===== src/rtl/lcd_ctrl.sv =====
// Character-LCD sequencer for the Spartan-3E starter board (HD44780, 4-bit bus).
// Runs the power-on/4-bit init sequence after reset, then writes one CPU byte at
// a time as two nibble strobes (setup, E pulse, gap) followed by a settle wait.
module lcd_ctrl #(
  parameter int unsigned T_PWR   = 750000,
  parameter int unsigned T_4MS   = 205000,
  parameter int unsigned T_100US = 5000,
  parameter int unsigned T_40US  = 2000,
  parameter int unsigned T_1MS64 = 82000,
  parameter int unsigned T_SU    = 2,
  parameter int unsigned T_E     = 12,
  parameter int unsigned T_GAP   = 50
) (
  input  logic       CLK_50MHZ,
  input  logic       RST_N,
  input  logic       req,
  input  logic       rs,
  input  logic [7:0] data,
  output logic       ready,
  output logic       done,
  output logic       init_done,
  output logic [3:0] SF_D,
  output logic       LCD_E,
  output logic       LCD_RS,
  output logic       LCD_RW
);

  typedef enum logic [2:0] {
    PWR_WAIT, INIT_NIB, INIT_WAIT, IDLE, SETUP, PULSE, GAP, SETTLE
  } state_t;

  // Counter reload values: a wait of N clocks loads N-1 and ends on zero.
  localparam logic [19:0] CNT_PWR   = 20'(T_PWR - 1);
  localparam logic [19:0] CNT_4MS   = 20'(T_4MS - 1);
  localparam logic [19:0] CNT_100US = 20'(T_100US - 1);
  localparam logic [19:0] CNT_40US  = 20'(T_40US - 1);
  localparam logic [19:0] CNT_1MS64 = 20'(T_1MS64 - 1);
  localparam logic [19:0] CNT_SU    = 20'(T_SU - 1);
  localparam logic [19:0] CNT_E     = 20'(T_E - 1);
  localparam logic [19:0] CNT_GAP   = 20'(T_GAP - 1);
  localparam logic [3:0]  LAST_STEP = 4'd11;

  // Init nibble list: 3,3,3,2 wake-up, then 0x28, 0x06, 0x0C, 0x01 as nibble pairs.
  function automatic logic [3:0] init_nib(input logic [3:0] step);
    case (step)
      4'd0, 4'd1, 4'd2: init_nib = 4'h3;
      4'd3, 4'd4:       init_nib = 4'h2;
      4'd5:             init_nib = 4'h8;
      4'd7:             init_nib = 4'h6;
      4'd9:             init_nib = 4'hC;
      4'd11:            init_nib = 4'h1;
      default:          init_nib = 4'h0;
    endcase
  endfunction

  // Upper halves of the init bytes (steps 4,6,8,10) run straight into their lower half.
  function automatic logic init_has_wait(input logic [3:0] step);
    init_has_wait = (step < 4'd4) || step[0];
  endfunction

  function automatic logic [19:0] init_wait(input logic [3:0] step);
    case (step)
      4'd0:             init_wait = CNT_4MS;
      4'd1, 4'd2, 4'd3: init_wait = CNT_100US;
      4'd11:            init_wait = CNT_1MS64;
      default:          init_wait = CNT_40US;
    endcase
  endfunction

  state_t      state_q, state_d;
  logic [19:0] cnt_q, cnt_d;
  logic [3:0]  step_q, step_d;
  logic        armed_q, armed_d;
  logic        low_q, low_d;
  logic [7:0]  byte_q, byte_d;
  logic [3:0]  sf_d_q, sf_d_d;
  logic        lcd_rs_q, lcd_rs_d;
  logic        lcd_e_q, lcd_e_d;
  logic        ready_q, ready_d;
  logic        done_q, done_d;
  logic        init_done_q, init_done_d;
  logic        is_clear;

  // Clear (0x01) and return-home (0x02/0x03) commands need the long settle.
  assign is_clear = !lcd_rs_q && (byte_q <= 8'h03);

  // Next-state, counter and registered-output decisions.
  always_comb begin
    // NOTE: every variable gets its hold/default value first so no path infers a latch.
    state_d     = state_q;
    cnt_d       = cnt_q;
    step_d      = step_q;
    armed_d     = armed_q;
    low_d       = low_q;
    byte_d      = byte_q;
    sf_d_d      = sf_d_q;
    lcd_rs_d    = lcd_rs_q;
    lcd_e_d     = lcd_e_q;
    ready_d     = ready_q;
    done_d      = 1'b0;
    init_done_d = init_done_q;

    case (state_q)
      PWR_WAIT: begin
        if (!armed_q) begin
          // Counter comes out of reset cleared; load the power-on wait once.
          armed_d = 1'b1;
          cnt_d   = CNT_PWR;
        end else if (cnt_q == '0) begin
          state_d  = INIT_NIB;
          sf_d_d   = init_nib(4'd0);
          lcd_rs_d = 1'b0;
          cnt_d    = CNT_SU;
        end else begin
          cnt_d = cnt_q - 20'd1;
        end
      end

      INIT_NIB, SETUP: begin
        if (cnt_q == '0) begin
          state_d = PULSE;
          lcd_e_d = 1'b1;
          cnt_d   = CNT_E;
        end else begin
          cnt_d = cnt_q - 20'd1;
        end
      end

      PULSE: begin
        if (cnt_q == '0) begin
          state_d = GAP;
          lcd_e_d = 1'b0;
          cnt_d   = CNT_GAP;
        end else begin
          cnt_d = cnt_q - 20'd1;
        end
      end

      GAP: begin
        if (cnt_q != '0) begin
          cnt_d = cnt_q - 20'd1;
        end else if (!init_done_q) begin
          if (init_has_wait(step_q)) begin
            state_d = INIT_WAIT;
            cnt_d   = init_wait(step_q);
          end else begin
            state_d = INIT_NIB;
            step_d  = step_q + 4'd1;
            sf_d_d  = init_nib(step_q + 4'd1);
            cnt_d   = CNT_SU;
          end
        end else if (!low_q) begin
          state_d = SETUP;
          low_d   = 1'b1;
          sf_d_d  = byte_q[3:0];
          cnt_d   = CNT_SU;
        end else begin
          state_d = SETTLE;
          cnt_d   = is_clear ? CNT_1MS64 : CNT_40US;
        end
      end

      INIT_WAIT: begin
        if (cnt_q != '0) begin
          cnt_d = cnt_q - 20'd1;
        end else if (step_q == LAST_STEP) begin
          state_d     = IDLE;
          init_done_d = 1'b1;
          ready_d     = 1'b1;
        end else begin
          state_d = INIT_NIB;
          step_d  = step_q + 4'd1;
          sf_d_d  = init_nib(step_q + 4'd1);
          cnt_d   = CNT_SU;
        end
      end

      IDLE: begin
        if (req && ready_q) begin
          state_d  = SETUP;
          byte_d   = data;
          lcd_rs_d = rs;
          sf_d_d   = data[7:4];
          low_d    = 1'b0;
          ready_d  = 1'b0;
          cnt_d    = CNT_SU;
        end
      end

      SETTLE: begin
        if (cnt_q == '0) begin
          state_d = IDLE;
          done_d  = 1'b1;
          ready_d = 1'b1;
        end else begin
          cnt_d = cnt_q - 20'd1;
        end
      end

      default: state_d = PWR_WAIT;
    endcase
  end

  // State and output registers; reset aborts any transfer and restarts init.
  // NOTE: asynchronous reset drops LCD_E immediately, without waiting for a clock edge.
  always_ff @(posedge CLK_50MHZ or negedge RST_N) begin
    if (!RST_N) begin
      state_q     <= PWR_WAIT;
      cnt_q       <= '0;
      step_q      <= '0;
      armed_q     <= 1'b0;
      low_q       <= 1'b0;
      byte_q      <= '0;
      sf_d_q      <= '0;
      lcd_rs_q    <= 1'b0;
      lcd_e_q     <= 1'b0;
      ready_q     <= 1'b0;
      done_q      <= 1'b0;
      init_done_q <= 1'b0;
    end else begin
      // NOTE: non-blocking assignments so every register samples pre-edge values.
      state_q     <= state_d;
      cnt_q       <= cnt_d;
      step_q      <= step_d;
      armed_q     <= armed_d;
      low_q       <= low_d;
      byte_q      <= byte_d;
      sf_d_q      <= sf_d_d;
      lcd_rs_q    <= lcd_rs_d;
      lcd_e_q     <= lcd_e_d;
      ready_q     <= ready_d;
      done_q      <= done_d;
      init_done_q <= init_done_d;
    end
  end

  assign ready     = ready_q;
  assign done      = done_q;
  assign init_done = init_done_q;
  assign SF_D      = sf_d_q;
  assign LCD_E     = lcd_e_q;
  assign LCD_RS    = lcd_rs_q;
  assign LCD_RW    = 1'b0;

endmodule


===== config.mk =====
export PLATFORM = sky130hd
export DESIGN_NAME = lcd_ctrl
export DESIGN_NICKNAME = d
export VERILOG_FILES = /design/src/rtl/lcd_ctrl.sv
export SDC_FILE = /design/constraint.sdc
export NUM_CORES = 1
export LEC_CHECK = 0
export ABC_CLOCK_PERIOD_IN_PS = 6100
export CAP_MARGIN = 5
export CORE_MARGIN = 4
export CORE_UTILIZATION = 65
export DETAILED_ROUTE_END_ITERATION = 10
export DONT_BUFFER_PORTS = 1
export MAX_ROUTING_LAYER = met4
export PLACE_DENSITY = 0.83
export SYNTH_ARGS = -nofsm -noshare
export SYNTH_HDL_FRONTEND = slang
export SYNTH_SLANG_ARGS = --single-unit

===== constraint.sdc =====
create_clock -name CLK_50MHZ -period 6.1 [get_ports CLK_50MHZ]
set_clock_uncertainty 0.1 [all_clocks]
set_input_delay 1.525 -clock CLK_50MHZ [delete_from_list [all_inputs] [get_ports CLK_50MHZ]]
set_output_delay 1.525 -clock CLK_50MHZ [all_outputs]
set_load 0.1 [all_outputs]

=== Word-level counts from Yosys, hierarchy flattened ===
Memories as Yosys holds them, arrays and structs flattened.
Cells that the tools add are included.

* Flip-flop bits (word level): 46
* Memory bits (read-only): 128
* Bits of input ports: 12
* Output and inout port bits: 10
* Logic and storage cells: 132
* Memories kept: 2

* Add/sub/neg operators: 2
* Order comparisons: 2
* Equality and inequality tests: 28
* Muxes and demuxes: 59
* Bitwise operators: 1
* Reduce and logical (&&, ||, !) cells: 26

{| class="wikitable"
|+ Memory list
! memory !! words !! width !! rd ports !! clocked after Yosys merged registers in !! wr ports !! line !! source
|-
| (no name shown) || 16 || 4 || 1 || 0 || 0 || 45 || <nowiki>case (step)</nowiki>
|-
| (no name shown) || 16 || 4 || 1 || 0 || 0 || 45 ||
|}

{| class="wikitable"
|+ Operator list
! kind !! number
|-
| $mux 20 || 11
|-
| $pmux 20 s7 || 1
|-
| $mux 4 || 14
|-
| $pmux 18 s3 || 1
|-
| $mux 17 || 2
|-
| $ne 2x2->1 const B || 14
|-
| $mux 3 || 9
|-
| $pmux 3 s7 || 1
|-
| $logic_not 20->1 || 1
|-
| $reduce_bool 20->1 || 1
|-
| $sub 20x1->20 const B || 1
|-
| $pmux 4 s4 || 1
|-
| $eq 3x3->1 const B || 4
|-
| $mux 1 || 11
|-
| $ne 3x3->1 const B || 3
|-
| $reduce_and 3->1 || 3
|-
| $reduce_and 9->1 || 1
|-
| $eq 4x2->1 const B || 2
|-
| $le 8x2->1 const B || 1
|-
| $pmux 4 s2 || 1
|-
| $reduce_and 4->1 || 2
|-
| $reduce_and 8->1 || 1
|-
| $reduce_bool 2->1 || 4
|-
| $eq 3x2->1 const B || 2
|-
| 21 further kinds || 26
|}

=== Logic depth before layout (Yosys ltp) ===
* Depth after elaboration: 7
* Mapped depth: 10
* Depth with buffers taken out: 8

=== Worst setup path after synthesis ===
OpenSTA, ideal clock, no wires.

* Path type: input-to-reg
* Start point: in req
* End point: reg cnt_q[19]
* Library setup time: 123 ps
* Arrival: 2640 ps
* Required time: 5877 ps
* Slack: 3237 ps
* Stages: 7
* Path buffers: 1
* Cells stage by stage: nand2_1 -> a21oi_1 -> or2_2 -> clkbuf_1 -> o21ai_2 -> a211o_1 -> o221a_2

* Longest elaborated chain between the ends: 3

{| class="wikitable"
|+ RTL lines
! item !! line !! source
|-
| start: declaration || 16 || <nowiki>input logic req,</nowiki>
|-
| $logic_and 1x1->1 || 179 || <nowiki>if (req && ready_q) begin</nowiki>
|-
| $ne 2x2->1 (no source line) || - ||
|-
| $reduce_and 3->1 (no source line) || - ||
|-
| end signal: assignment || 223 || <nowiki>cnt_q <= cnt_d;</nowiki>
|-
| end: declaration || 71 || <nowiki>logic [19:0] cnt_q, cnt_d;</nowiki>
|}

No other way between the ends.
A chain may end at the register's enable or synchronous reset.

=== Worst setup path after layout ===
* Start point: reg state_q[1]
* End point: reg cnt_q[13]

* Longest elaborated chain between the ends: 3
* Elaborated cells between the ends (all ways): 14
* Those cells by class: eq/ne (10); mux (1); reduce/logical (3)

{| class="wikitable"
|+ RTL lines
! item !! line !! source
|-
| start: declaration || 70 || <nowiki>state_t state_q, state_d;</nowiki>
|-
| start signal: assignment || 222 || <nowiki>state_q <= state_d;</nowiki>
|-
| $eq 3x1->1 (tied with other cells) || 103 || <nowiki>case (state_q)</nowiki>
|-
| $reduce_or 2->1 (tied with other cells) || 103 ||
|-
| $pmux 20 s7 or $reduce_and 3->1 (tied branches) || - ||
|}

Several ways; a longest one is shown, not always the timed one.

==> flow_metrics.env <==
export IMPL_status="completed"
export IMPL_most_common_layout_cells="dfrtp_1, nor2_1, nand2_1, a21oi_1, o21ai_0"
export IMPL_powerDensity_nw_per_um2=152
export IMPL_fp_dieArea_um2=6210
export IMPL_rrSetupSlack_ps=3160
export IMPL_die_x_um=78.8
export IMPL_gr_usage_all_layers_pct=30.2
export IMPL_ys_ff_latch=46
export IMPL_die_h_um=78.8
export IMPL_drtAntennaViolNets=0
export IMPL_cts_max_level=2
export IMPL_setup_violations_final=0
export IMPL_via_per_inst=6.97
export IMPL_layout_nets=395
export IMPL_worst_setup_path_type="reg -> reg"
export IMPL_min_path_type="reg -> reg"
export IMPL_core_area_um2=4790
export IMPL_ys_seq_area_share_pct=35.3
export IMPL_antenna_cells=0
export IMPL_area_growth_pct=3.30
export IMPL_cts_buffers=5
export IMPL_slew_violations=0
export IMPL_num_vias=3093
export IMPL_syn_inst=384
export IMPL_cts_resized_gates=0
export IMPL_syn_num_nets=403
export IMPL_drive_gt1_share_pct=11.9
export IMPL_antenna_found_initial=0
export IMPL_timing_fmax_mhz=340
export IMPL_initial_core_util_pct=68.1
export IMPL_portBuffers=0
export IMPL_syn_cell_area_um2=3260
export IMPL_ys_flop_type="dfrtp_1"
export IMPL_io_pins=22
export IMPL_design_area_um2=3370
export IMPL_tns_ps=0
export IMPL_cap_violations=0
export IMPL_ir_worst_vdd_mv=0.144
export IMPL_fin_crit_sh_pct=48.2
export IMPL_postLayoutCoreUtil_pct=70.4
export IMPL_crit_arrival_ps=3070
export IMPL_drcViolationCount=0
export IMPL_grt_first_pass_wirelength_um=14300
export IMPL_drtIter0Drc=391
export IMPL_cts_tree="built"
export IMPL_leakage_uw=0.00143
export IMPL_cts_hold_buf=0
export IMPL_synth_edf_count=0
export IMPL_gp_congestion=0.964
export IMPL_synth_cell_types=71
export IMPL_core_rowCount=25
export IMPL_cp_start_kind="flip-flop"
export IMPL_rsz0062_at_grt="false"
export IMPL_finalCriticalPeriod_ps=2940
export IMPL_grt_overflow_total=0
export IMPL_clock_sinks=46
export IMPL_finalHoldViolations=0
export IMPL_hpwl_um=6320
export IMPL_cts_post_setup_buffers_inserted=0
export IMPL_end_kind="flip-flop"
export IMPL_postPlaceCellArea_um2=3270
export IMPL_slew_headroom_pct=36.3
export IMPL_firstDrtPassIters=6
export IMPL_routed_wl_um=8760
export IMPL_final_common_cell="dfrtp_1"
export IMPL_grt_max_degree=47
export IMPL_first_global_vias=2962
export IMPL_clockBufferDepth=2
export IMPL_cts_root_buf="clkbuf_8"
export IMPL_cp_required_ps=6230
export IMPL_synth_warning_count=0
export IMPL_wire_per_inst_um=19.7
export IMPL_insertion_delay_ps=300
export IMPL_postSynthAreaPerCell_um2=8.49
export IMPL_critPathMaxFanout=22
export IMPL_path_clk_slew_ps=100
export IMPL_synthArstFlopShare_pct=100
export IMPL_worstMarginPinSlew_ps=955
==> synth_stat cells, types with 5 or more instances <==
| cell | n | area, µm² |
|---|---|---|
| mux2_2 | 12 | 135 |
| a211oi_1 | 6 | 45.0 |
| buf_2 | 5 | 25.0 |
| ha_1 | 7 | 87.6 |
| xnor2_1 | 9 | 78.8 |
| or3_1 | 8 | 50.1 |
| o21ai_0 | 23 | 115 |
| dfrtp_1 | 46 | 1150 |
| a31oi_1 | 13 | 81.3 |
| a21oi_1 | 28 | 140 |
| nor2_1 | 41 | 154 |
| nand2b_1 | 6 | 37.5 |
| o211ai_1 | 5 | 37.5 |
| o22ai_1 | 6 | 37.5 |
| nand2_1 | 35 | 131 |
| o21a_1 | 5 | 37.5 |
| inv_1 | 11 | 41.3 |
| nor3_1 | 12 | 60.1 |
| clkbuf_1 | 9 | 33.8 |
| nand3_1 | 12 | 60.1 |
| and3_1 | 5 | 31.3 |
==> final timing paths <==
kind | from | end | cells past startpoint
worst max-delay path | state_q[1] | cnt_q[13] | 6
worst min-delay path | low_q | low_q | 2
worst max register to register | state_q[1] | cnt_q[13] | 6
worst min register to register | low_q | low_q | 2
max in group asynchronous | RST_N | state_q[1] | 0
min in group asynchronous | RST_N | cnt_q[19] | 0
==> registers in the layout, summed over array words and instances (netlist names), 3 cells and up <==
| signal | cells |
|---|---|
| step_q | 4 |
| SF_D | 4 |
| byte_q | 8 |
| state_q | 3 |
| cnt_q | 20 |
==> cell type report <==
class                      count  area [µm²]
sequential                    46        1150
tap                           67        83.8
clock buffer                   5        68.8
inverter                      12        45.0
multi-input combinational    307        1960
fill                         400        1420
clock inverter                 3        26.3
timing repair buffer           4        30.0
==> per-layer routing <==
metal	vias up	track usage [%]	part of all wire, %
met4	0	12.5	3.4
met1	1476	36.9	40
met3	29	5.90	8.7
met5	-	-	0
met2	186	49.3	48
li1	1402	-	-
==> through the flow <==
step	total power [µW]	setup slack, ps	cells	hold WS, ps
floorplan	315	3240	384	340
CTS	515	3180	444	395
global route	526	2960	444	417
global placement	314	3130	436	368
finish	512	3160	444	401
detailed placement	314	3110	436	372
==> where the power goes <==
part / switching [µW] / internal [µW] / leakage (µW)
clock network: 119 / 85.3 / 0.0000495
registers: 0 / 305 / 0.000596
logic: 3.26 / 0.240 / 0.000786
==> critical path, cell delays in order (launching register included) <==
cell and delay [ps]:
dfrtp_1 840, nand2b_1 370, o31ai_1 750, a31oi_1 80, o21ai_0 400, o21ai_0 170, a21oi_1 160
==> kinds of logic after synthesis <==
kind of cell	count (synthesis)	share of synthesized area, %
xor gates and xnor gates	12	3.22
AOI/OAI and AO/OA	123	25.4
and+or+nand+nor	152	24.6
DFF	46	35.3
muxes	12	4.14
other	1	0.115
adders and majority gates	7	2.69
buffers and inverters	31	4.49
(Power assumes the default switching activity.)
